$ cat src/rtl/fetch_ctrl.sv
// Instruction-fetch sequencer for a 1-cycle synchronous instruction memory with a 2-entry output FIFO.
// Optional misaligned-redirect trap (ERR state, fetch_misaligned port) enabled by FETCH_MISALIGN_CHK_EN.
module fetch_ctrl #(
    parameter int          ADDR_WIDTH = 10,
    parameter int          DATA_WIDTH = 32,
    parameter logic [31:0] RESET_PC   = 32'h0000_0000
) (
    input  logic                  clk,
    input  logic                  rst_n,
    output logic [ADDR_WIDTH-1:0] imem_addr,
    input  logic [DATA_WIDTH-1:0] imem_rdata,
    input  logic                  redirect_valid,
    input  logic [31:0]           redirect_pc,
    input  logic                  fetch_halt,
    output logic                  out_valid,
    input  logic                  out_ready,
    output logic [DATA_WIDTH-1:0] out_instr,
    output logic [31:0]           out_pc
`ifdef FETCH_MISALIGN_CHK_EN
    ,
    output logic                  fetch_misaligned
`endif
);

    typedef enum logic [1:0] {
        RUN    = 2'd0,
        HALTED = 2'd1
`ifdef FETCH_MISALIGN_CHK_EN
        , ERR  = 2'd2
`endif
    } state_e;

    state_e                state_q, state_d;
    logic [31:0]           fetch_pc_q, fetch_pc_d;
    logic                  inflight_v_q, inflight_v_d;
    logic [31:0]           inflight_pc_q, inflight_pc_d;
    logic [1:0]            count_q, count_d;
    logic                  rd_ptr_q, rd_ptr_d;
    logic                  wr_ptr_q, wr_ptr_d;
    logic [31:0]           pc_mem_q [2];
    logic [31:0]           pc_mem_d [2];
    logic [DATA_WIDTH-1:0] instr_mem_q [2];
    logic [DATA_WIDTH-1:0] instr_mem_d [2];

    logic [31:0] redirect_pc_al;
    logic        redirect_ok;
    logic        push;
    logic        pop;
    logic        issue;
    logic [2:0]  occupancy;

`ifdef FETCH_MISALIGN_CHK_EN
    logic redirect_bad;
    assign redirect_bad     = redirect_valid && (redirect_pc[1:0] != 2'b00);
    assign redirect_ok      = redirect_valid && !redirect_bad;
    assign fetch_misaligned = (state_q == ERR);
`else
    logic unused_pc_lsbs;
    assign unused_pc_lsbs = ^redirect_pc[1:0];
    assign redirect_ok    = redirect_valid;
`endif

    assign redirect_pc_al = {redirect_pc[31:2], 2'b00};
    assign imem_addr      = redirect_valid ? redirect_pc[ADDR_WIDTH+1:2] : fetch_pc_q[ADDR_WIDTH+1:2];
    assign out_valid      = (count_q != 2'd0) && !redirect_valid;
    assign out_instr      = instr_mem_q[rd_ptr_q];
    assign out_pc         = pc_mem_q[rd_ptr_q];
    assign pop            = out_valid && out_ready;
    assign push           = inflight_v_q && !redirect_valid;

    // A same-cycle pop frees the slot the next returning word will need, which sustains one word per cycle.
    assign occupancy = {1'b0, count_q} + {2'b00, inflight_v_q} - {2'b00, pop};
    assign issue     = (state_q == RUN) && !redirect_valid && (occupancy < 3'd2);

    // NOTE: every _d takes its _q (or a safe value) as the first statement, so no path can infer a latch.
    always_comb begin
        state_d       = fetch_halt ? HALTED : RUN;
        fetch_pc_d    = fetch_pc_q;
        inflight_v_d  = issue;
        inflight_pc_d = inflight_pc_q;
        count_d       = count_q + {1'b0, push} - {1'b0, pop};
        rd_ptr_d      = rd_ptr_q ^ pop;
        wr_ptr_d      = wr_ptr_q ^ push;
        pc_mem_d      = pc_mem_q;
        instr_mem_d   = instr_mem_q;
`ifdef FETCH_MISALIGN_CHK_EN
        if (state_q == ERR && !redirect_ok) state_d = ERR;
        if (redirect_bad)                   state_d = ERR;
`endif
        if (issue) begin
            inflight_pc_d = fetch_pc_q;
            fetch_pc_d    = fetch_pc_q + 32'd4;
        end
        if (push) begin
            pc_mem_d[wr_ptr_q]    = inflight_pc_q;
            instr_mem_d[wr_ptr_q] = imem_rdata;
        end
        if (redirect_valid) begin
            count_d  = 2'd0;
            rd_ptr_d = 1'b0;
            wr_ptr_d = 1'b0;
        end
        if (redirect_ok) begin
            if (state_q == RUN) begin
                inflight_v_d  = 1'b1;
                inflight_pc_d = redirect_pc_al;
                fetch_pc_d    = redirect_pc_al + 32'd4;
            end else begin
                fetch_pc_d    = redirect_pc_al;
            end
        end
    end

    // NOTE: state is updated only with <= so every flop samples pre-edge values regardless of block order.
    always_ff @(posedge clk or negedge rst_n) begin
        if (!rst_n) begin
            state_q       <= RUN;
            fetch_pc_q    <= RESET_PC;
            inflight_v_q  <= 1'b0;
            inflight_pc_q <= '0;
            count_q       <= 2'd0;
            rd_ptr_q      <= 1'b0;
            wr_ptr_q      <= 1'b0;
            // NOTE: the two FIFO slots are reset so out_instr/out_pc read 0 after reset; deep RAMs would not be.
            for (int i = 0; i < 2; i++) begin
                pc_mem_q[i]    <= '0;
                instr_mem_q[i] <= '0;
            end
        end else begin
            state_q       <= state_d;
            fetch_pc_q    <= fetch_pc_d;
            inflight_v_q  <= inflight_v_d;
            inflight_pc_q <= inflight_pc_d;
            count_q       <= count_d;
            rd_ptr_q      <= rd_ptr_d;
            wr_ptr_q      <= wr_ptr_d;
            pc_mem_q      <= pc_mem_d;
            instr_mem_q   <= instr_mem_d;
        end
    end

    // A returning word must always find a free slot.
    assert property (@(posedge clk) disable iff (!rst_n) !(push && count_q == 2'd2));

endmodule

$ cat config.mk
export PLATFORM = sky130hd
export DESIGN_NAME = fetch_ctrl
export DESIGN_NICKNAME = d
export VERILOG_FILES = /design/src/rtl/fetch_ctrl.sv
export SDC_FILE = /design/constraint.sdc
export NUM_CORES = 1
export LEC_CHECK = 0
export CORE_MARGIN = 1.5
export CORE_UTILIZATION = 55
export DETAILED_ROUTE_END_ITERATION = 8
export PLACE_DENSITY = 0.87
export SYNTH_ARGS = -nofsm -noshare
export SYNTH_HDL_FRONTEND = slang
export SYNTH_SLANG_ARGS = --single-unit
$ cat constraint.sdc
create_clock -name clk -period 4 [get_ports clk]
set_input_delay 0.4 -clock clk [delete_from_list [all_inputs] [get_ports clk]]
set_output_delay 0.4 -clock clk [all_outputs]
set_load 0.01 [all_outputs]
==> PnR_summary.wiki <==
{| class="wikitable"
! Metric !! Value
|-
| Max Transition Viols Final || 0
|-
| Slew Limit Headroom || 0.355
|-
| Number of global-route vias before repair || approximately 6.8k
|-
| Mapped Cells || slightly below 800
|-
| Crit Path Category || flip-flop to flip-flop
|-
| Die Area || 18400 um2
|-
| Most frequent standard cell in the layout excluding fill and tap cells || mux2_2
|-
| Total core area || roughly 17000 um2
|-
| Wire length per cell after detailed routing || around 18 um
|-
| Fillers || between 1k and 1.5k
|-
| Root Driver || clkbuf_16
|-
| Diodes inserted || 0
|-
| Total via count in the routed design || roughly 6.5k
|-
| Clock buffers created by TritonCTS || 17
|-
| Cell seen most often among critical-path stages || nor2_1
|-
| Switch share || 0.296
|-
| Number of enable flip-flop cells after synthesis || 0
|-
| First-pass GRT wire length || 34.1 mm
|-
| Internal power summed over all cells || between 5 and 6 mW
|-
| Overall track demand over capacity in global routing || 0.238
|-
| Bufs on Longest Clock Path || 2
|-
| P per Cell Area || ~630 nW/um2
|-
| Antenna violations before repair || 0
|-
| Maximum capacitance violations || 0
|-
| Post-cts resize count || 0
|-
| Synthesized flop and latch total || ~200
|-
| Count of non-filler cells in the finished layout || between 1k and 1.5k
|-
| Sum of negative setup slack || 0 ns
|-
| Synth Net Count || between 800 and 900
|-
| Chip height || between 100 and 150 um
|-
| Final setup skew || slightly below 0.006 ns
|-
| Clock tree from TritonCTS || built
|-
| Syn. warnings || 0
|-
| Worst min-delay path category || input pin to asynchronous set/reset pin
|-
| Final #Nets || between 900 and 1k
|-
| Crit-path cells || nor2_1 > nor2_1 > and2_1 > ha_1 > nand2b_1 > fa_1 > nor3b_4 > nand2_2 > nor4_1 > mux2_2 > a21oi_1
|-
| Placed cell count || between 1k and 1.5k
|-
| Post-detailed-route DRC marker count || 0
|-
| Peak supply drop || around 430 uV
|-
| Syn-to-layout area delta || 23.0%
|-
| Number of hold-repair buffers added at the cts stage || 0
|-
| Antenna-violating nets left || 0
|-
| Achievable frequency || a little under 300 MHz
|-
| Width of the chip || 136 um
|-
| Cell class contributing the biggest share of worst-path delay || simple AND/OR/NAND/NOR gates
|-
| Switching power of the nets || between 2 and 2.5 mW
|-
| Part of the total power dissipated in the clock network || 0.229
|-
| Final clock period utilization by the worst path || 0.860
|-
| DPL Wire Length || 14.1 mm
|-
| Critical Path Fanout Max || 14
|-
| Post-synthesis sequential area ratio || 0.507
|-
| Number of top-level pins || 144
|-
| Crit path largest cell delay || ~0.50 ns
|-
| Number of sinks driven by the clock tree || a little under 200
|-
| Fraction of registers with async set or reset after synthesis || 1.00
|-
| Insertion delay of the later-clocked pin in the worst-skew pair || around 0.43 ns
|-
| Clock-pin slew on the worst setup and hold paths || ~0.07 ns
|-
| Total congestion overflow || 0
|-
| Syn Std Cell Area || 9670 um2
|-
| Unique masters post-synth || slightly above 40
|-
| Starting Density || 0.561
|-
| Data required time of the critical path || 4.36 ns
|-
| Startpoint kind of the worst setup timing path || flip-flop
|-
| Buffer count from post-CTS setup fixing || 0
|-
| Lkg Pwr || 5.03 nW
|-
| Initial DRC Count || between 400 and 500
|-
| IO buf count || 141
|-
| Routability cong. || ~0.87
|-
| Setup repair after global routing missed its margin || false
|-
| Arrival time at the worst endpoint || 3.80 ns
|-
| Total routed wirelength || approximately 21 mm
|-
| Time the final worst path needs with I/O delays and setup || between 3 and 4 ns
|-
| H-tree levels || 4
|-
| Max stage delay cell, worst path || fa_1
|-
| Number of setup violations in the final report || 0
|-
| Capturing element type of the critical path || flip-flop
|-
| Logic gate share of total power || 0.351
|-
| Worst-margin pin slew || about 0.97 ns
|-
| Initial DRT Pass Iterations || 5
|-
| Critical path buffers and inverters || 0
|-
| Run status || finished clean
|-
| Fin. Hold Viols || 0
|-
| Maximum number of pins on one net before global-route repair || approximately 110
|-
| # rows || 48
|-
| Ratio of cells with drive above 1 in the final layout || 0.282
|-
| Sequential share of power || 0.420
|-
| DR vias/cell || between 5 and 6
|-
| Dominant register cell in the synthesized netlist || dfrtp_1
|-
| Mean area per synthesized cell || around 12 um2
|-
| Most used cells in the layout excluding fill and tap cells || mux2_2 (203), dfrtp_1 (195), clkdlybuf4s50_1 (139)
|}
==> area by class of cell <==
cell class	instances	area, um2	share of cell area
flip-flops and latches	196	4910	0.413
multi-input cells	533	4550	0.383
inverters	8	30.0	0.00252
repair buffers	150	1530	0.128
well taps	225	282	0.0237
clock inverters	14	168	0.0141
clock buffers	18	429	0.0361
==> state kept, by name, summed over array words and instances (netlist names) <==
| register | count |
|---|---|
| wr_ptr_q | 1 |
| count_q | 2 |
| rd_ptr_q | 1 |
| inflight_pc_q | 32 |
| instr_mem_q | 64 |
| pc_mem_q | 64 |
| fetch_pc_q | 30 |
| inflight_v_q | 1 |
| state_q | 1 |
==> power groups by stage <==
stage | Combinational (mW) | Clock, mW | Sequential (mW)
global placement | 2.59 | 0 | 3.15
floorplan | 1.61 | 0 | 3.04
global route | 2.84 | 1.85 | 3.27
finish | 2.64 | 1.72 | 3.17
detailed placement | 2.66 | 0 | 3.21
CTS | 2.68 | 1.77 | 3.17
==> through the flow <==
stage	hold slack [ns]	setup WS, ns	power (mW)	instance area, um2	utilization
final	0.0235	0.558	7.53	11900	0.690
after global routing	0.122	0.324	7.96	11900	0.690
after CTS	0.0869	0.538	7.62	11900	0.690
after detailed placement	0.491	0.404	5.86	11300	0.655
after global placement	0.482	0.544	5.73	11300	0.655
after floorplan	0.104	0.943	4.65	9670	-
==> Yosys cell counts, types with 2 or more instances <==
cell / count / share of area
xnor2_1: 30 / 0.027
nor4_4: 2 / 0.0044
nand3_1: 15 / 0.0078
and2_1: 5 / 0.0032
dfrtp_1: 196 / 0.51
a221o_1: 2 / 0.0021
xor2_1: 26 / 0.024
nand4_1: 16 / 0.010
buf_6: 2 / 0.0023
nand2_1: 62 / 0.024
nand4_2: 2 / 0.0026
a21oi_1: 7 / 0.0036
and3_1: 7 / 0.0045
nor2_1: 22 / 0.0085
o21ai_0: 35 / 0.018
buf_2: 4 / 0.0021
mux2i_1: 43 / 0.045
inv_1: 8 / 0.0031
ha_1: 7 / 0.0091
mux2_2: 203 / 0.24
clkbuf_1: 35 / 0.014
a31oi_1: 3 / 0.0019
nor3_1: 7 / 0.0036
nor4_1: 14 / 0.0091
nand2b_1: 4 / 0.0026
nand4b_2: 2 / 0.0031
and4_1: 7 / 0.0063
==> final timing paths <==
path	start	endpoint	slack, ns	cells past startpoint
worst max-delay path	count_q[1]	fetch_pc_q[21]	0.56	11
worst min register to register	instr_mem_q[33]	instr_mem_q[33]	0.50	1
worst min-delay path	rst_n	pc_mem_q[59]	0.02	1
max in group asynchronous	rst_n	rd_ptr_q	3.03	2
worst max register to register	count_q[1]	fetch_pc_q[21]	0.56	11
min in group clk	fetch_halt	state_q[0]	0.40	1
==> worst reg2reg max path: cells and delay by family, from the launching register on <==
family | cells | cell delay (ns)
compound gates | 1 | 0.12
fa+ha+maj | 2 | 0.78
flops | 1 | 0.46
mux | 1 | 0.38
simple gates | 7 | 1.64
==> metal layers <==
layer	global-route usage	up-vias	routed length, um
met4	0.0777	0	337
met5	0	-	0
met3	0.0475	27	1080
met1	0.312	3291	9060
met2	0.396	177	10300
li1	-	3034	-
==> cell families after synthesis <==
family / after synthesis / synth area share
compound gates: 50 / 0.0282
simple gates: 172 / 0.0975
flops: 196 / 0.507
buf+inv: 51 / 0.0223
xor+xnor: 57 / 0.0524
mux: 246 / 0.281
fa+ha+maj: 8 / 0.0111
Note: power is estimated with default switching activity, not from simulation.
